`src/rtl/hidden_layer_mac_pkg.sv`:
```
// ============================================================================
// Module : ann_pkg
// Brief  : Shared types, state encoding and int8 saturation for the hidden
//          layer multiply-accumulate datapath.
// Rev    : 1.0 - initial release
// ============================================================================
`default_nettype none

package ann_pkg;

  localparam int W_BITS = 8;
  localparam int c_X_AW = 10;
  localparam int c_H_IW = 4;

  typedef logic signed [W_BITS-1:0] weight_t;

  typedef enum logic [1:0] {
    IDLE  = 2'd0,
    RUN   = 2'd1,
    PAD   = 2'd2,
    DRAIN = 2'd3
  } hstate_e;

  function automatic weight_t sat8(input logic signed [31:0] v);
    weight_t r;
    if (v > 32'sd127) begin
      r = weight_t'(8'h7F);
    end else if (v < -32'sd128) begin
      r = weight_t'(8'h80);
    end else begin
      r = v[W_BITS-1:0];
    end
    return r;
  endfunction

endpackage

`default_nettype wire

```
`src/rtl/hidden_layer_mac_if.sv`:
```
// ============================================================================
// Module : hidden_layer_mac_if
// Brief  : Ring-reader, input-sample and activation signals of the hidden
//          layer MAC; master is the MAC, slave is its environment.
// Rev    : 1.0 - initial release
// ============================================================================
`default_nettype none

interface hidden_layer_mac_if;
  import ann_pkg::*;

  logic              start;
  weight_t           w_in;
  weight_t           x_data;
  logic              compute_h;
  logic              get;
  logic [c_X_AW-1:0] x_addr;
  weight_t           h_out;
  logic [c_H_IW-1:0] h_idx;
  logic              h_valid;
  logic              busy;
  logic              done;

  modport master (
    input  start, w_in, x_data,
    output compute_h, get, x_addr, h_out, h_idx, h_valid, busy, done
  );

  modport slave (
    output start, w_in, x_data,
    input  compute_h, get, x_addr, h_out, h_idx, h_valid, busy, done
  );

endinterface

`default_nettype wire

```
`src/rtl/hidden_layer_mac_act_sat.sv`:
```
// ============================================================================
// Module : act_sat
// Brief  : Combinational accumulator-to-activation conversion: arithmetic
//          shift, int8 saturation, optional ReLU (macro HIDDEN_RELU_EN).
// Rev    : 1.0 - initial release
// ============================================================================
`default_nettype none

module act_sat
  import ann_pkg::*;
#(
  parameter int ACC_W = 26,
  parameter int SHIFT = 7
) (
  input  logic signed [ACC_W-1:0] acc,
  output weight_t                 h
);

  logic signed [ACC_W-1:0] w_shr;
  logic signed [31:0]      w_wide;
  weight_t                 w_sat;

  assign w_shr  = acc >>> SHIFT;
  assign w_wide = {{(32-ACC_W){w_shr[ACC_W-1]}}, w_shr};
  assign w_sat  = sat8(w_wide);

`ifdef HIDDEN_RELU_EN
  assign h = w_sat[W_BITS-1] ? '0 : w_sat;
`else
  assign h = w_sat;
`endif

endmodule

`default_nettype wire

```
`src/rtl/hidden_layer_mac.sv`:
```
// ============================================================================
// Module : hidden_layer_mac
// Brief  : Serial weight-ring reader and per-neuron MAC producing one int8
//          activation per hidden neuron; ReLU enabled by HIDDEN_RELU_EN.
// Rev    : 1.0 - initial release
// ============================================================================
`default_nettype none

module hidden_layer_mac
  import ann_pkg::*;
#(
  parameter int N_IN  = 800,
  parameter int N_HID = 10,
  parameter int DEPTH = 8001,
  parameter int SHIFT = 7,
  parameter int ACC_W = 16 + $clog2(N_IN)
) (
  input  logic               Clk,
  input  logic               RST,
  hidden_layer_mac_if.master bus
);

  localparam int c_PAD_N = DEPTH - N_IN * N_HID;
  localparam int c_PW    = (c_PAD_N > 1) ? $clog2(c_PAD_N) : 1;
  localparam logic [c_X_AW-1:0] c_IN_LAST  = c_X_AW'(N_IN - 1);
  localparam logic [c_H_IW-1:0] c_HID_LAST = c_H_IW'(N_HID - 1);
  localparam logic [c_PW-1:0]   c_PAD_LAST = c_PW'((c_PAD_N > 0) ? c_PAD_N - 1 : 0);

  hstate_e           r_state;
  logic [c_X_AW-1:0] r_in_cnt;
  logic [c_H_IW-1:0] r_nrn_cnt;
  logic [c_PW-1:0]   r_pad_cnt;
  logic              r_drain;
  logic              r_get;
  logic              r_compute_h;
  logic              r_busy;
  logic              r_done;

  logic              r_s1_vld;
  logic              r_s1_first;
  logic              r_s1_last;
  logic [c_H_IW-1:0] r_s1_idx;
  weight_t           r_w_q;

  logic signed [ACC_W-1:0] r_acc;
  weight_t                 r_h_out;
  logic [c_H_IW-1:0]       r_h_idx;
  logic                    r_h_valid;

  logic signed [15:0]      w_w16;
  logic signed [15:0]      w_x16;
  logic signed [15:0]      w_prod;
  logic signed [ACC_W-1:0] w_prod_ext;
  logic signed [ACC_W-1:0] w_acc_next;
  weight_t                 w_act;

  // Sequencer: outputs are registered alongside the state so they line up with it.
  always_ff @(posedge Clk) begin
    if (RST) begin
      r_state     <= IDLE;
      r_in_cnt    <= '0;
      r_nrn_cnt   <= '0;
      r_pad_cnt   <= '0;
      r_drain     <= 1'b0;
      r_get       <= 1'b0;
      r_compute_h <= 1'b0;
      r_busy      <= 1'b0;
      r_done      <= 1'b0;
    end else begin
      r_done <= 1'b0;
      case (r_state)
        IDLE: begin
          if (bus.start) begin
            r_state     <= RUN;
            r_get       <= 1'b1;
            r_compute_h <= 1'b1;
            r_busy      <= 1'b1;
            r_in_cnt    <= '0;
            r_nrn_cnt   <= '0;
          end
        end
        RUN: begin
          if (r_in_cnt == c_IN_LAST) begin
            r_in_cnt <= '0;
            if (r_nrn_cnt == c_HID_LAST) begin
              r_nrn_cnt <= '0;
              if (c_PAD_N > 0) begin
                r_state   <= PAD;
                r_pad_cnt <= '0;
              end else begin
                r_state     <= DRAIN;
                r_get       <= 1'b0;
                r_compute_h <= 1'b0;
                r_drain     <= 1'b0;
              end
            end else begin
              r_nrn_cnt <= r_nrn_cnt + c_H_IW'(1);
            end
          end else begin
            r_in_cnt <= r_in_cnt + c_X_AW'(1);
          end
        end
        PAD: begin
          if (r_pad_cnt == c_PAD_LAST) begin
            r_state     <= DRAIN;
            r_get       <= 1'b0;
            r_compute_h <= 1'b0;
            r_drain     <= 1'b0;
          end else begin
            r_pad_cnt <= r_pad_cnt + c_PW'(1);
          end
        end
        DRAIN: begin
          if (!r_drain) begin
            r_drain <= 1'b1;
            r_done  <= 1'b1;
          end else begin
            r_state <= IDLE;
            r_busy  <= 1'b0;
          end
        end
        default: r_state <= IDLE;
      endcase
    end
  end

  assign w_w16      = {{8{r_w_q[W_BITS-1]}}, r_w_q};
  assign w_x16      = {{8{bus.x_data[W_BITS-1]}}, bus.x_data};
  assign w_prod     = w_w16 * w_x16;
  assign w_prod_ext = {{(ACC_W-16){w_prod[15]}}, w_prod};
  assign w_acc_next = (r_s1_first ? '0 : r_acc) + w_prod_ext;

  act_sat #(
    .ACC_W (ACC_W),
    .SHIFT (SHIFT)
  ) u_act_sat (
    .acc (w_acc_next),
    .h   (w_act)
  );

  // Stage 1 captures the weight with its tags; stage 2 meets the late x_data.
  always_ff @(posedge Clk) begin
    if (RST) begin
      r_s1_vld   <= 1'b0;
      r_s1_first <= 1'b0;
      r_s1_last  <= 1'b0;
      r_s1_idx   <= '0;
      r_w_q      <= '0;
      r_acc      <= '0;
      r_h_out    <= '0;
      r_h_idx    <= '0;
      r_h_valid  <= 1'b0;
    end else begin
      r_s1_vld   <= (r_state == RUN);
      r_s1_first <= (r_in_cnt == '0);
      r_s1_last  <= (r_in_cnt == c_IN_LAST);
      r_s1_idx   <= r_nrn_cnt;
      r_w_q      <= bus.w_in;
      r_h_valid  <= 1'b0;
      if (r_s1_vld) begin
        r_acc <= w_acc_next;
        if (r_s1_last) begin
          r_h_out   <= w_act;
          r_h_idx   <= r_s1_idx;
          r_h_valid <= 1'b1;
        end
      end
    end
  end

  assign bus.compute_h = r_compute_h;
  assign bus.get       = r_get;
  assign bus.x_addr    = r_in_cnt;
  assign bus.h_out     = r_h_out;
  assign bus.h_idx     = r_h_idx;
  assign bus.h_valid   = r_h_valid;
  assign bus.busy      = r_busy;
  assign bus.done      = r_done;

endmodule

`default_nettype wire

```
`src/flat_wrapper.sv`:
```
// flat-port wrapper written by rule: the top's interface ports become plain ports
module hidden_layer_mac_flat import ann_pkg::*;
#(
  parameter int N_IN  = 800,
  parameter int N_HID = 10,
  parameter int DEPTH = 8001,
  parameter int SHIFT = 7,
  parameter int ACC_W = 16 + $clog2(N_IN)
)
  (Clk, RST, bus_start, bus_w_in, bus_x_data, bus_compute_h, bus_get, bus_x_addr, bus_h_out, bus_h_idx, bus_h_valid, bus_busy, bus_done);
  hidden_layer_mac_if bus_i ();
  input  logic Clk;
  input  logic RST;
  input wire logic [$bits(bus_i.start)-1:0] bus_start;
  input wire logic [$bits(bus_i.w_in)-1:0] bus_w_in;
  input wire logic [$bits(bus_i.x_data)-1:0] bus_x_data;
  output wire logic [$bits(bus_i.compute_h)-1:0] bus_compute_h;
  output wire logic [$bits(bus_i.get)-1:0] bus_get;
  output wire logic [$bits(bus_i.x_addr)-1:0] bus_x_addr;
  output wire logic [$bits(bus_i.h_out)-1:0] bus_h_out;
  output wire logic [$bits(bus_i.h_idx)-1:0] bus_h_idx;
  output wire logic [$bits(bus_i.h_valid)-1:0] bus_h_valid;
  output wire logic [$bits(bus_i.busy)-1:0] bus_busy;
  output wire logic [$bits(bus_i.done)-1:0] bus_done;
  assign bus_i.start = bus_start;
  assign bus_i.w_in = bus_w_in;
  assign bus_i.x_data = bus_x_data;
  assign bus_compute_h = bus_i.compute_h;
  assign bus_get = bus_i.get;
  assign bus_x_addr = bus_i.x_addr;
  assign bus_h_out = bus_i.h_out;
  assign bus_h_idx = bus_i.h_idx;
  assign bus_h_valid = bus_i.h_valid;
  assign bus_busy = bus_i.busy;
  assign bus_done = bus_i.done;
  hidden_layer_mac #(.N_IN(N_IN), .N_HID(N_HID), .DEPTH(DEPTH), .SHIFT(SHIFT), .ACC_W(ACC_W)) u_core (.Clk(Clk), .RST(RST), .bus(bus_i));
endmodule
```
`config.mk`:
```
export PLATFORM = sky130hd
export DESIGN_NAME = hidden_layer_mac_flat
export DESIGN_NICKNAME = d
export VERILOG_FILES = /design/src/rtl/hidden_layer_mac_pkg.sv /design/src/rtl/hidden_layer_mac_if.sv /design/src/rtl/hidden_layer_mac_act_sat.sv /design/src/rtl/hidden_layer_mac.sv /design/src/flat_wrapper.sv
export SDC_FILE = /design/constraint.sdc
export NUM_CORES = 1
export LEC_CHECK = 0
export ABC_AREA = 1
export BUFFER_PORTS_ARGS = -buffer_cell sky130_fd_sc_hd__clkbuf_2
export CORE_UTILIZATION = 45
export DETAILED_ROUTE_END_ITERATION = 6
export RECOVER_POWER = 100
export SETUP_SLACK_MARGIN = 0.02
export SLEW_MARGIN = 0
export SYNTH_ARGS = -nofsm -noshare
export SYNTH_HDL_FRONTEND = slang
export SYNTH_SLANG_ARGS = --single-unit
export TNS_END_PERCENT = 20
```
`constraint.sdc`:
```
create_clock -name Clk -period 7.3 [get_ports Clk]
set_clock_uncertainty 0.1 [all_clocks]
set_input_delay 0 -clock Clk [delete_from_list [all_inputs] [get_ports Clk]]
set_output_delay 0 -clock Clk [all_outputs]
set_load 0.01 [all_outputs]
```
==> impl_results.md <==
- Outcome: complete, no violations
- Worst-skew pair later-pin latency: roughly 0.35 ns
- Type of the setup path with the least slack: register to register
- Sort of element at the start of the critical path: register
- Slew Limit Fails: 0
- Total number of placement rows: 45
- Clock Root Buffer: sky130_fd_sc_hd__clkbuf_16
- Worst endpoint required time: 7.42 ns
- Biggest area consumer among synthesized cells: sky130_fd_sc_hd__dfxtp_1
- Most used DFF post-synth: sky130_fd_sc_hd__dfxtp_1
- Depth of the CTS H-tree: 3
- Fraction of synthesized cell area taken by the top area cell type: 0.206
- Final Hold Slack: between 0.09 and 0.1 ns
- Clock share of power: 0.184
- FF-to-FF path depth: 33
- Post-synth EDFFs: 0
- Data arrival time of the critical path: approximately 6.9 ns
- Min Clock Period, post-route: a little under 7 ns
- Clock tree from TritonCTS: yes
- Sw Ratio: 0.489
- Library cell with the highest instance count after synthesis: sky130_fd_sc_hd__inv_1
- Filler instances: 1603
- Number of cells on the worst hold path: 3
- Tightest Pin Transition: between 1 and 1.5 ns
- Asr flop ratio synth: 0
- Number of endpoints failing setup at the final stage: 0
- Top cells by area in the synthesized netlist: sky130_fd_sc_hd__dfxtp_1 21%, sky130_fd_sc_hd__fa_1 16%, sky130_fd_sc_hd__inv_1 14%
- Post-Syn Area per Cell: 6.79 um2
- Flops & latches, synth: 74
- Total non-filler cell area in the finished layout: approximately 0.0080 mm2
- RSZ-0062 raised after global routing: false
- Slowest library cell on the worst path: sky130_fd_sc_hd__fa_1
- Die width: about 130 um
- Setup Total Neg Slack: 0 ns
- First-pass GRT wire length: 28200 um
- Ports placed on the boundary: 46
- Number of standard cells after synthesis: 1059
- Die H: approximately 130 um
- Cell Area, Placed: 0.00757 mm2
- DRC violation total after the first TritonRoute iteration: ~260
- Number of standard cells in the layout, taps in and fillers out: around 1.3k
- Worst-path fanout max: 8
- Comb power frac: 0.629
- Total inserted antenna cells: 0
- Int Pwr: around 1.3 mW
- Total placed cells including tap cells: between 1k and 1.5k
- Largest net degree at the start of global routing: 47
- Area added between synthesis and finish: 11.5%
- Clock slew at the register clock pins of the worst setup and hold paths: approximately 0.060 ns
- Critical path endpoint category: register
- Congestion Overflow GR: 0
- Routed WL per cell: between 10 and 15 um
- DRC errors left: 0
- Routed via count: 6204
- Initial antenna violation count: 0
- Nets: between 1k and 1.5k
- Yosys warns: 0
- Setup Slack @ Placement: 0.351 ns
- Tot GR Track Use: 0.214
- Highest achievable clock rate: roughly 150 MHz
- Number of sinks driven by the clock tree: 74
- Area of the die: 0.0165 mm2
- Depth of the critical timing path with buffers and inverters included: 33
- Antenna-violating nets left: 0
- Register area share after synthesis: 0.206
- Total half-perimeter wirelength after legalization and detailed placement: between 10000 and 15000 um
- Post-layout power: 2.64 mW
- Rel. slew slack: 0.0781
- Critical Path Max Stage Delay: 0.54 ns
- Core area: between 0.015 and 0.02 mm2
- Switching pwr: between 1 and 1.5 mW
- Cell variety after synth: 35
- DRT Pass-1 Iters: 5
- Final-report hold violation count: 0
- Number of maximum-capacitance violations: 0
- Clock Path Buffers: 2
- Vias in the first global route: around 6.1k
- Leakage: 4.49 nW
- Share of cells above drive strength 1: 0.0690
- Hold Crit Class: input pin to register
- Cell mode on critical path: sky130_fd_sc_hd__nand2_1
- Ratio of final minimum period to clock period: 0.931
- Inserted Clock Buffers: 9
- Final routed wirelength across all metal layers: around 16000 um
- Power share of the sequential group: 0.187
- Combined buffer and inverter count along the critical path: 3
- Leading post-synthesis cells by instance count: 261 x sky130_fd_sc_hd__inv_1, 221 x sky130_fd_sc_hd__nand2_1, 92 x sky130_fd_sc_hd__nor2_1
- Count of input and output buffers: 45
- Starting utilization of the core area: 0.467
- Post-Synthesis Cell Area: ~0.007 mm2
- Number of nets in the synthesized netlist: 1192
- Final worst-path setup slack: around 0.5 ns
- Finished Core Util: 0.521
- Crit-path leading delay family: adder cells
- Vias per cell: 4.73
- IR Drop Worst-Case VDD: 0.185 mV
- Routability-driven placement congestion ratio: approximately 0.86
- Total power divided by cell area: 329 mW/mm2
## placed cells by master, fill, tap and decap left out, types with 2 or more instances in the layout
| cell | count |
|---|---|
| sky130_fd_sc_hd__bufinv_16 | 2 |
| sky130_fd_sc_hd__nor3b_1 | 2 |
| sky130_fd_sc_hd__o311ai_0 | 2 |
| sky130_fd_sc_hd__xnor2_1 | 15 |
| sky130_fd_sc_hd__a21oi_1 | 67 |
| sky130_fd_sc_hd__inv_1 | 260 |
| sky130_fd_sc_hd__nand4_1 | 9 |
| sky130_fd_sc_hd__fa_1 | 55 |
| sky130_fd_sc_hd__a211oi_1 | 3 |
| sky130_fd_sc_hd__nor2_1 | 91 |
| sky130_fd_sc_hd__o41ai_1 | 2 |
| sky130_fd_sc_hd__nand2_4 | 3 |
| sky130_fd_sc_hd__nand3b_1 | 3 |
| sky130_fd_sc_hd__ha_4 | 3 |
| sky130_fd_sc_hd__nand3_1 | 40 |
| sky130_fd_sc_hd__nor3_1 | 9 |
| sky130_fd_sc_hd__nand2_1 | 220 |
| sky130_fd_sc_hd__clkbuf_16 | 9 |
| sky130_fd_sc_hd__a31oi_1 | 3 |
| sky130_fd_sc_hd__nor2_2 | 4 |
| sky130_fd_sc_hd__or2_2 | 5 |
| sky130_fd_sc_hd__nor4_1 | 3 |
| sky130_fd_sc_hd__buf_4 | 4 |
| sky130_fd_sc_hd__dfxtp_1 | 73 |
| sky130_fd_sc_hd__clkinvlp_4 | 4 |
| sky130_fd_sc_hd__xor2_1 | 16 |
| sky130_fd_sc_hd__nand2_2 | 10 |
| sky130_fd_sc_hd__dlygate4sd3_1 | 9 |
| sky130_fd_sc_hd__inv_2 | 5 |
| sky130_fd_sc_hd__a21o_1 | 3 |
| sky130_fd_sc_hd__o21ai_0 | 56 |
| sky130_fd_sc_hd__clkbuf_1 | 28 |
| sky130_fd_sc_hd__clkbuf_2 | 18 |
| sky130_fd_sc_hd__ha_1 | 55 |
| sky130_fd_sc_hd__a21oi_4 | 2 |
## final timing paths
check,startpoint,endpoint,slack (ns)
max,u_core.r_w_q[0]$_SDFF_PP0_,u_core.bus.h_out[4]$_SDFFE_PP0P_,0.50
max reg2reg,u_core.r_w_q[0]$_SDFF_PP0_,u_core.bus.h_out[4]$_SDFFE_PP0P_,0.50
min reg2reg,u_core.r_acc[0]$_SDFFE_PP0P_,u_core.r_acc[0]$_SDFFE_PP0P_,0.36
min,RST,u_core.r_w_q[0]$_SDFF_PP0_,0.09
## flip-flops by register name, indices dropped and copies added (netlist names)
register            count
u_core.r_drain          1
u_core.bus.h_idx        4
u_core.r_s1_first       1
u_core.r_s1_vld         1
u_core.bus.get          1
u_core.bus.done         1
u_core.r_acc           26
u_core.r_s1_last        1
u_core.bus.h_out        8
u_core.bus.h_valid      1
u_core.r_nrn_cnt        4
u_core.bus.x_addr      10
u_core.r_state          2
u_core.bus.busy         1
u_core.r_w_q            8
u_core.r_s1_idx         4
## kinds of logic (layout without fill, tap and decap cells)
kind of cell	after synthesis	after routing	share of synthesized area
xor+xnor	31	31	0.0388
flops	74	74	0.206
simple gates	400	400	0.234
compound gates	142	142	0.108
fa+ha+maj	114	114	0.257
buf+inv	298	341	0.156
## what timing repair did
item,in CTS,in global routing
resized for setup,0,13
buffers inserted,0,3
setup endpoints to repair,0,7
hold buffers,9,0
hold endpoints to repair,10,0
## power by group through the flow
| stage | Sequential (mW) | Clock, mW | Combinational (mW) |
|---|---|---|---|
| 2_1_floorplan | 0.494 | 0 | 1.29 |
| 3_3_place_gp | 0.501 | 0 | 1.62 |
| 3_5_place_dp | 0.503 | 0 | 1.61 |
| 4_1_cts | 0.494 | 0.498 | 1.63 |
| 5_1_grt | 0.501 | 0.511 | 1.92 |
| 6_report | 0.494 | 0.485 | 1.66 |
## final cells by class
| class | instances | area, um2 | area share |
|---|---|---|---|
| well taps | 211 | 264 | 0.0330 |
| clock inverters | 6 | 91.3 | 0.0114 |
| inverters | 266 | 1000 | 0.125 |
| multi-input cells | 687 | 4620 | 0.577 |
| repair buffers | 60 | 323 | 0.0403 |
| flip-flops and latches | 74 | 1480 | 0.185 |
| clock buffers | 9 | 225 | 0.0281 |
## per-layer routing
metal,vias to the layer above,GRT usage,routed length [um]
met3,19,0.0320,540
li1,3269,-,-
met5,-,0,0
met2,95,0.371,7390
met1,2821,0.274,7680
met4,0,0.0657,236
## worst min-delay path, stage by stage
cell	delay [ns]
sky130_fd_sc_hd__clkbuf_2	0.08
sky130_fd_sc_hd__buf_4	0.27
sky130_fd_sc_hd__nor2_1	0.14
Note: power is estimated with default switching activity, not from simulation.
